File: src/rtl/fir_sample_feeder.sv
`default_nettype none
// ============================================================================
// Module  : fir_sample_feeder
// Brief   : FIFO-buffered signed sample source that plays samples out to the
//           FIR datapath at a programmable period, with priming, underflow
//           and flush handling. Macro FEEDER_HOLD_LAST_EN: when defined, an
//           underflow strobe repeats the last sample instead of driving 0.
// Revision: 1.0  initial release
// ============================================================================
module fir_sample_feeder #(
   parameter int DATA_W    = 8,
   parameter int DEPTH     = 8,
   parameter int DIV_W     = 8,
   parameter int PRIME_LVL = 2
) (
   input  logic                       clk,
   input  logic                       reset,
   input  logic                       s_valid,
   output logic                       s_ready,
   input  logic signed [DATA_W-1:0]   s_data,
   input  logic                       enable,
   input  logic [DIV_W-1:0]           rate_div,
   input  logic                       flush,
   output logic signed [DATA_W-1:0]   x_out,
   output logic                       x_strobe,
   output logic                       underflow,
   output logic [$clog2(DEPTH):0]     level
);

   localparam int AW    = $clog2(DEPTH);
   localparam int LVL_W = AW + 1;

   localparam logic [1:0] ST_IDLE  = 2'd0;
   localparam logic [1:0] ST_PRIME = 2'd1;
   localparam logic [1:0] ST_RUN   = 2'd2;

   localparam logic [AW-1:0]    PTR_ONE = {{(AW-1){1'b0}}, 1'b1};
   localparam logic [LVL_W-1:0] LVL_ONE = {{AW{1'b0}}, 1'b1};
   localparam logic [DIV_W-1:0] DIV_ONE = {{(DIV_W-1){1'b0}}, 1'b1};

   logic signed [DATA_W-1:0] r_mem [DEPTH];
   logic [AW-1:0]            r_wr_ptr;
   logic [AW-1:0]            r_rd_ptr;
   logic [LVL_W-1:0]         r_level;
   logic [1:0]               r_state;
   logic [DIV_W-1:0]         r_div;
   logic signed [DATA_W-1:0] r_x_out;
   logic                     r_strobe;
   logic                     r_underflow;

   logic w_full;
   logic w_empty;
   logic w_ready;
   logic w_push;
   logic w_strobe;
   logic w_pop;
   logic w_prime_ok;

   assign w_full     = (r_level == LVL_W'(DEPTH));
   assign w_empty    = (r_level == '0);
   assign w_ready    = !w_full && !flush;
   assign w_push     = s_valid && w_ready;
   // >= rather than == so lowering rate_div mid-run never waits for a wrap
   assign w_strobe   = (r_state == ST_RUN) && enable && (r_div >= rate_div);
   assign w_pop      = w_strobe && !w_empty;
   assign w_prime_ok = (r_level >= LVL_W'(PRIME_LVL));

   assign s_ready   = w_ready;
   assign x_out     = r_x_out;
   assign x_strobe  = r_strobe;
   assign underflow = r_underflow;
   assign level     = r_level;

   always_ff @(posedge clk) begin
      if (w_push) begin
         r_mem[r_wr_ptr] <= s_data;
      end
   end

   always_ff @(posedge clk or negedge reset) begin
      if (!reset) begin
         r_wr_ptr    <= '0;
         r_rd_ptr    <= '0;
         r_level     <= '0;
         r_state     <= ST_IDLE;
         r_div       <= '0;
         r_x_out     <= '0;
         r_strobe    <= 1'b0;
         r_underflow <= 1'b0;
      end else if (flush) begin
         r_wr_ptr    <= '0;
         r_rd_ptr    <= '0;
         r_level     <= '0;
         r_state     <= ST_IDLE;
         r_div       <= '0;
         r_strobe    <= 1'b0;
         r_underflow <= 1'b0;
      end else begin
         if (w_push) begin
            r_wr_ptr <= r_wr_ptr + PTR_ONE;
         end
         if (w_pop) begin
            r_rd_ptr <= r_rd_ptr + PTR_ONE;
         end
         case ({w_push, w_pop})
            2'b10:   r_level <= r_level + LVL_ONE;
            2'b01:   r_level <= r_level - LVL_ONE;
            default: r_level <= r_level;
         endcase

         r_strobe <= w_strobe;
         // No fall-through: a push into an empty FIFO waits for the next strobe
         if (w_strobe) begin
            if (!w_empty) begin
               r_x_out <= r_mem[r_rd_ptr];
            end else begin
               r_underflow <= 1'b1;
`ifdef FEEDER_HOLD_LAST_EN
               r_x_out <= r_x_out;
`else
               r_x_out <= '0;
`endif
            end
         end

         if ((r_state == ST_RUN) && enable && !w_strobe) begin
            r_div <= r_div + DIV_ONE;
         end else begin
            r_div <= '0;
         end

         case (r_state)
            ST_IDLE: begin
               if (enable) r_state <= ST_PRIME;
            end
            ST_PRIME: begin
               if (!enable)         r_state <= ST_IDLE;
               else if (w_prime_ok) r_state <= ST_RUN;
            end
            ST_RUN: begin
               if (!enable) r_state <= ST_IDLE;
            end
            default: r_state <= ST_IDLE;
         endcase
      end
   end

endmodule
`default_nettype wire

File: config.mk
export PLATFORM = sky130hd
export DESIGN_NAME = fir_sample_feeder
export DESIGN_NICKNAME = d
export VERILOG_FILES = /design/src/rtl/fir_sample_feeder.sv
export SDC_FILE = /design/constraint.sdc
export NUM_CORES = 1
export LEC_CHECK = 0
export CORE_MARGIN = 4
export CORE_UTILIZATION = 48
export DETAILED_ROUTE_END_ITERATION = 10
export PLACE_DENSITY_LB_ADDON = 0.3
export SYNTH_ARGS = -nofsm -noshare
export SYNTH_HDL_FRONTEND = slang
export SYNTH_SLANG_ARGS = --single-unit
File: constraint.sdc
create_clock -name clk -period 7 [get_ports clk]
set_clock_uncertainty 0.1 [all_clocks]
set_input_delay 2.1 -clock clk [delete_from_list [all_inputs] [get_ports clk]]
set_output_delay 2.1 -clock clk [all_outputs]
set_load 0.01 [all_outputs]
---- Word level (Yosys, flattened, before mapping) ----
Memories as Yosys holds them, arrays and structs flattened.
Cells that the tools add are included.
operators by class
  $add $sub $neg .......................... 5
  magnitude comparators ................... 2
  eq/ne operators ......................... 8
  muxes and demuxes ....................... 21
  bitwise logic cells ..................... 1
  reduce and logical (&&, ||, !) cells .... 20
operator list
  operator                                                                              count
  8-bit 2-to-1 mux                                                                      3
  3-bit 2-to-1 mux                                                                      4
  2-bit 2-to-1 mux                                                                      5
  8-bit by 1-bit adder with 8-bit output (second input constant)                        1
  8-bit greater-or-equal comparator                                                     1
  4-bit one-hot mux with 2 select lines                                                 1
  2-bit nonzero test                                                                    4
  3-bit by 1-bit adder with 3-bit output (second input constant)                        2
  1-bit logical AND                                                                     6
  1-bit 2-to-1 mux                                                                      6
  3-bit inequality test (second input constant)                                         2
  2-bit one-hot mux with 3 select lines                                                 1
  4-bit by 1-bit adder with 4-bit output (second input constant)                        1
  2-bit by 1-bit equality test with 1-bit output (second input constant)                2
  2-bit equality test (second input constant)                                           2
  4-bit equality test (second input constant)                                           1
  4-bit by 2-bit greater-or-equal comparator with 1-bit output (second input constant)  1
  1-bit logical NOT                                                                     4
  4-bit logical NOT                                                                     1
  4-bit 2-to-1 mux                                                                      1
  4-bit inequality test (second input constant)                                         1
  2-bit AND reduction                                                                   2
  4-bit by 1-bit subtractor with 4-bit output (second input constant)                   1
  3-bit AND reduction                                                                   1
  3 further kinds                                                                       3
word-level totals
  register bits after elaboration ......... 30
  RAM bits ................................ 64
  output and inout port bits .............. 15
  memories ................................ 1
memories
  name   words  width  rd ports  clocked after Yosys merged registers in  wr ports  line  source
  r_mem  8      8      1         0                                        1         41    logic signed [DATA_W-1:0] r_mem [DEPTH];

---- Depth between registers and ports, before layout ----
  depth after elaboration ................. 7
  depth in mapped cells ................... 13
  gate-level depth less buffers ........... 13

---- Worst setup path before layout ----
No wires, ideal clock.
  path kind ............................... input-to-reg
  start ................................... input rate_div[6]
  end ..................................... register r_level[3], in the netlist level[3]
  library setup time ...................... 131 ps
  arrival time ............................ 4503 ps
  path slack .............................. 2266 ps
  stages .................................. 13
  buffers on the path ..................... 0
  path through ............................ inv_1 -> ha_1 -> a21o_1 -> a21oi_2 -> a2111oi_4 -> nand2_4 -> nor2_1 -> ha_1 -> a21o_1 -> a21oi_1 -> nand3b_1 -> a21boi_1 -> or3_1
between the ends
  longest elaborated chain between the ends .. 6
  elaborated cells on any way between the ends .. 8
ends and longest elaborated chain
  what                                                                                   line  source
  start: declaration                                                                     22    input logic [DIV_W-1:0] rate_div,
  8-bit greater-or-equal comparator *                                                    64    assign w_strobe = (r_state == ST_RUN) && enable && (r_div >= rate_div);
  1-bit logical AND *                                                                    64
  1-bit logical AND *                                                                    65    assign w_pop = w_strobe && !w_empty;
  2-bit by 1-bit equality test with 1-bit output or 2-bit equality test (tied branches)  105   case ({w_push, w_pop})
  4-bit one-hot mux with 2 select lines                                                  105
  4-bit 2-to-1 mux                                                                       90    end else if (flush) begin
  end signal: assignment                                                                 106   2'b10: r_level <= r_level + LVL_ONE;
  end signal: assignment                                                                 107   2'b01: r_level <= r_level - LVL_ONE;
  end signal: assignment                                                                 108   default: r_level <= r_level;
  end: declaration                                                                       44    logic [LVL_W-1:0] r_level;
Every way passes the cells marked *; elsewhere a longest branch is shown, timed or not.
A chain may end at the register's enable or synchronous reset.

---- Final worst setup path ----
  start ................................... input flush
  end ..................................... output s_ready
between the ends
  longest elaborated chain between the ends .. 2
ends and longest elaborated chain
  what                line  source
  start: declaration  23    input logic flush,
  1-bit logical NOT   61    assign w_ready = !w_full && !flush;
  1-bit logical AND   61
  end: declaration    19    output logic s_ready,
Every way passes these cells.

==> results.yml <==
floorplanning:
  core-area_um2: 8299
  io_pins: 36
  die_h_um: 100.8
  initial_core_util_pct: 49.84
  die_w_um: 100.8
  die_area_um2: 10170
  std_cell_rows: 33
power_and_ir_drop:
  intPower_uw: 762.7
  pwr-share-comb_pct: 5.1
  p_seq_share_pct: 61.1
  p_sw_uw: 231.9
  ir_drop_uv: 98.77
  p_leak_uw: 0.001768
  swShare_pct: 23.32
  clkPwrFrac_pct: 33.9
  power_density_nw_per_um2: 206.7
placement:
  dp_hpwl_um: 5006
  port_buffers: 35
  place.gp.congestion: 0.7435
  dp.cells: 405
route:
  drtIter0Drc: 157
  routedWlPerCell_um: 17.18
  antenna_left: 0
  via_count: 2268
  first_pass_iters: 4
  drt_wl_total_um: 7231
  drc: 0
  vias_per_cell: 5.387
clock_tree:
  numCtsBuffers: 9
  htreeDepth: 3
  clk_latency_ps: 360
  cts-root-buf: "clkbuf_8"
  hold_buffers: 0
  clockBufferDepth: 2
  clock_sinks: 94
  ctsResizeCount: 0
  cts_setup_buffers: 0
  cts_tree: "built"
  clk_pin_slew_ps: 100
min_path:
  whs_endpoint: "r_state[0]"
  holdPathStages: 1
  min_from: "r_state[1]"
  hold_class: "flop to flop"
worst_setup_path:
  cpLargestDelayFamily: "buffers and inverters"
  worst-setup-path-type: "primary input to output pin"
  path_cells: "clkdlybuf4s50_1 > nor2_1 > clkdlybuf4s50_1"
  reg2reg_to: "level[3]"
  crit_fanout: 16
  r2r_cells: 13
  worst_path_largest_cell_delay_ps: 670
  slowest_stage: "clkdlybuf4s50_1"
  critPathLaunchType: "primary input"
  crit_path_end_kind: "output pin"
  cp_common_cell: "clkdlybuf4s50_1"
  worstPathArrival_ps: 3640
  ff2ff_setup_slack_ps: 3750
  r2r-start: "r_div[0]"
  cp_num_buf_inv: 2
  required_ps: 4800
global_route:
  grt_pass1_vias: 2335
  overflow: 0
  antenna_found_initial: 0
  grt_pass1_wl_um: 11880
  grt_max_degree: 31
  grt_usage_pct: 15.52
sta:
  setup_viol: 0
  slew_headroom_pct: 28.53
  finalSetupTns_ps: 0
  rsz0062_at_grt: "no"
  fin_crit_sh_pct: 83.40
  max_freq_mhz: 171.3
  finalHoldViolations: 0
  worstMarginPinSlew_ps: 1072
  post-route-min-period_ps: 5838
  drv_slew: 0
finish:
  insertedDiodeCount: 0
  drive_above_1_share_pct: 15.19
  area_delta_synth_final_pct: 16.33
  stdcell_count: 421
  nets: 346
synthesis:
  synth-main-ff-cell: "edfxtp_1"
  synth_area_per_cell_um2: 15.38
  seq_area_frac_synth_pct: 64.61
  syn_area_um2: 4136
  syn_nets: 304
  synth_seq_cells: 94
  synth_edf_count: 64
  synthCells: 269
  yosys.cell_types.count: 42
  async_flop_share_pct: 31.91
  yosysWarnings: 0
outcome:
  status: "complete, no violations"
flow_run:
  drv_cap: 0
-- area by class of cell --
cell class | instances | area [um^2]
clock inverter | 7 | 61.31
tap | 105 | 131.4
multi-input combinational | 152 | 1383
fill | 677 | 3487
clock buffer | 9 | 123.9
inverter | 14 | 52.55
sequential | 94 | 2673
timing repair buffer | 40 | 387.9
-- worst max path at each step --
stage / start / endpoint / slack (ps) / cells past startpoint
floorplan: rate_div[6] / level[3] / 2270 / 13
global route: flush / s_ready / 1060 / 3
detailed placement: flush / s_ready / 1160 / 3
finish: flush / s_ready / 1160 / 3
CTS: flush / s_ready / 1150 / 3
global placement: flush / s_ready / 1210 / 3
-- stage by stage --
step | area, um^2 | setup WS, ps | total power (uW) | util [%] | hold slack (ps)
2_1_floorplan | 4136 | 2266 | 640.6 | - | 318.5
3_3_place_gp | 4627 | 1213 | 668.2 | 55.75 | 329.8
3_5_place_dp | 4627 | 1155 | 670.3 | 55.75 | 352.8
4_1_cts | 4812 | 1149 | 1003 | 57.98 | 367.2
5_1_grt | 4812 | 1062 | 1036 | 57.98 | 386.1
6_report | 4812 | 1162 | 994.5 | 57.98 | 364.9
-- worst reg2reg max path, cell delays in order (launching register included) --
cell       delay, ps
dfrtp_1          400
inv_1             60
ha_1             270
nand2b_4         150
a2111oi_4        420
o211ai_2         200
nand2_4          180
nor2_1           110
ha_1             290
a21o_1           150
a21oi_1          240
nand3b_1         150
a21boi_1          60
or3_1            360
-- flip-flops by register name, indices dropped and copies added (netlist names) --
name       count
level          4
r_div          8
r_mem         64
r_rd_ptr       3
r_state        2
r_wr_ptr       3
underflow      1
x_out          8
x_strobe       1
-- synthesized netlist by cell type (2+ instances only) --
master     count  area share [%]
buf_2          4            0.48
nand2_1       17             1.5
ha_1          13             3.9
o21ai_0        2            0.24
a2111oi_4      2             1.3
nand3b_1       3            0.54
dfrtp_1       30              18
nor2_1        23             2.1
clkbuf_1       3            0.27
a21o_1         2            0.36
o31ai_1        8             1.5
mux2i_1       10             2.4
edfxtp_1      64              46
xor2_1         7             1.5
inv_1         14             1.3
mux4_2        16             8.7
a21oi_1        3            0.36
o32ai_1        3            0.64
buf_1          2            0.18
nand3_1        6            0.73
nand2b_1       7             1.1
nor3_1         2            0.24
nor3b_1        4            0.73
xnor2_1        6             1.3
-- cells in the final DEF, fill, tap and decap left out, drive strengths merged, types with 3 or more instances in the layout --
cell / n
mux2i: 10
xor2: 7
nand3: 7
o31ai: 8
inv: 18
ha: 13
clkbuf: 9
nand3b: 3
nor3b: 4
o21ai: 3
xnor2: 6
a21oi: 4
nand2: 18
dfrtp: 30
buf: 5
nor2: 24
nand2b: 8
clkdlybuf4s50: 35
o32ai: 3
mux4: 16
edfxtp: 64
-- cells by family after synthesis --
logic type,share of synthesized area [%]
AOI/OAI and AO/OA,5.747
xor gates and xnor gates,2.753
adders and majority gates,4.416
buffers and inverters,2.208
DFF,64.61
muxes,11.13
and+or+nand+nor,9.135
-- per-layer routing --
metal	wire, um	vias up	track usage (%)
met4	81	0	4.974
met2	3510	57	24.76
met5	0	-	0
met1	3280	1117	21.24
li1	-	1088	-
met3	359	6	3.529
-- power groups by stage --
stage               Combinational, uW  Clock (uW)  Sequential (uW)
global route                     55.8         372              608
global placement                 49.4           0              619
CTS                              51.1         345              607
finish                           50.3         337              607
floorplan                        22.2           0              618
detailed placement               50.8           0              619
No activity file was read; power rests on OpenSTA's default activity.
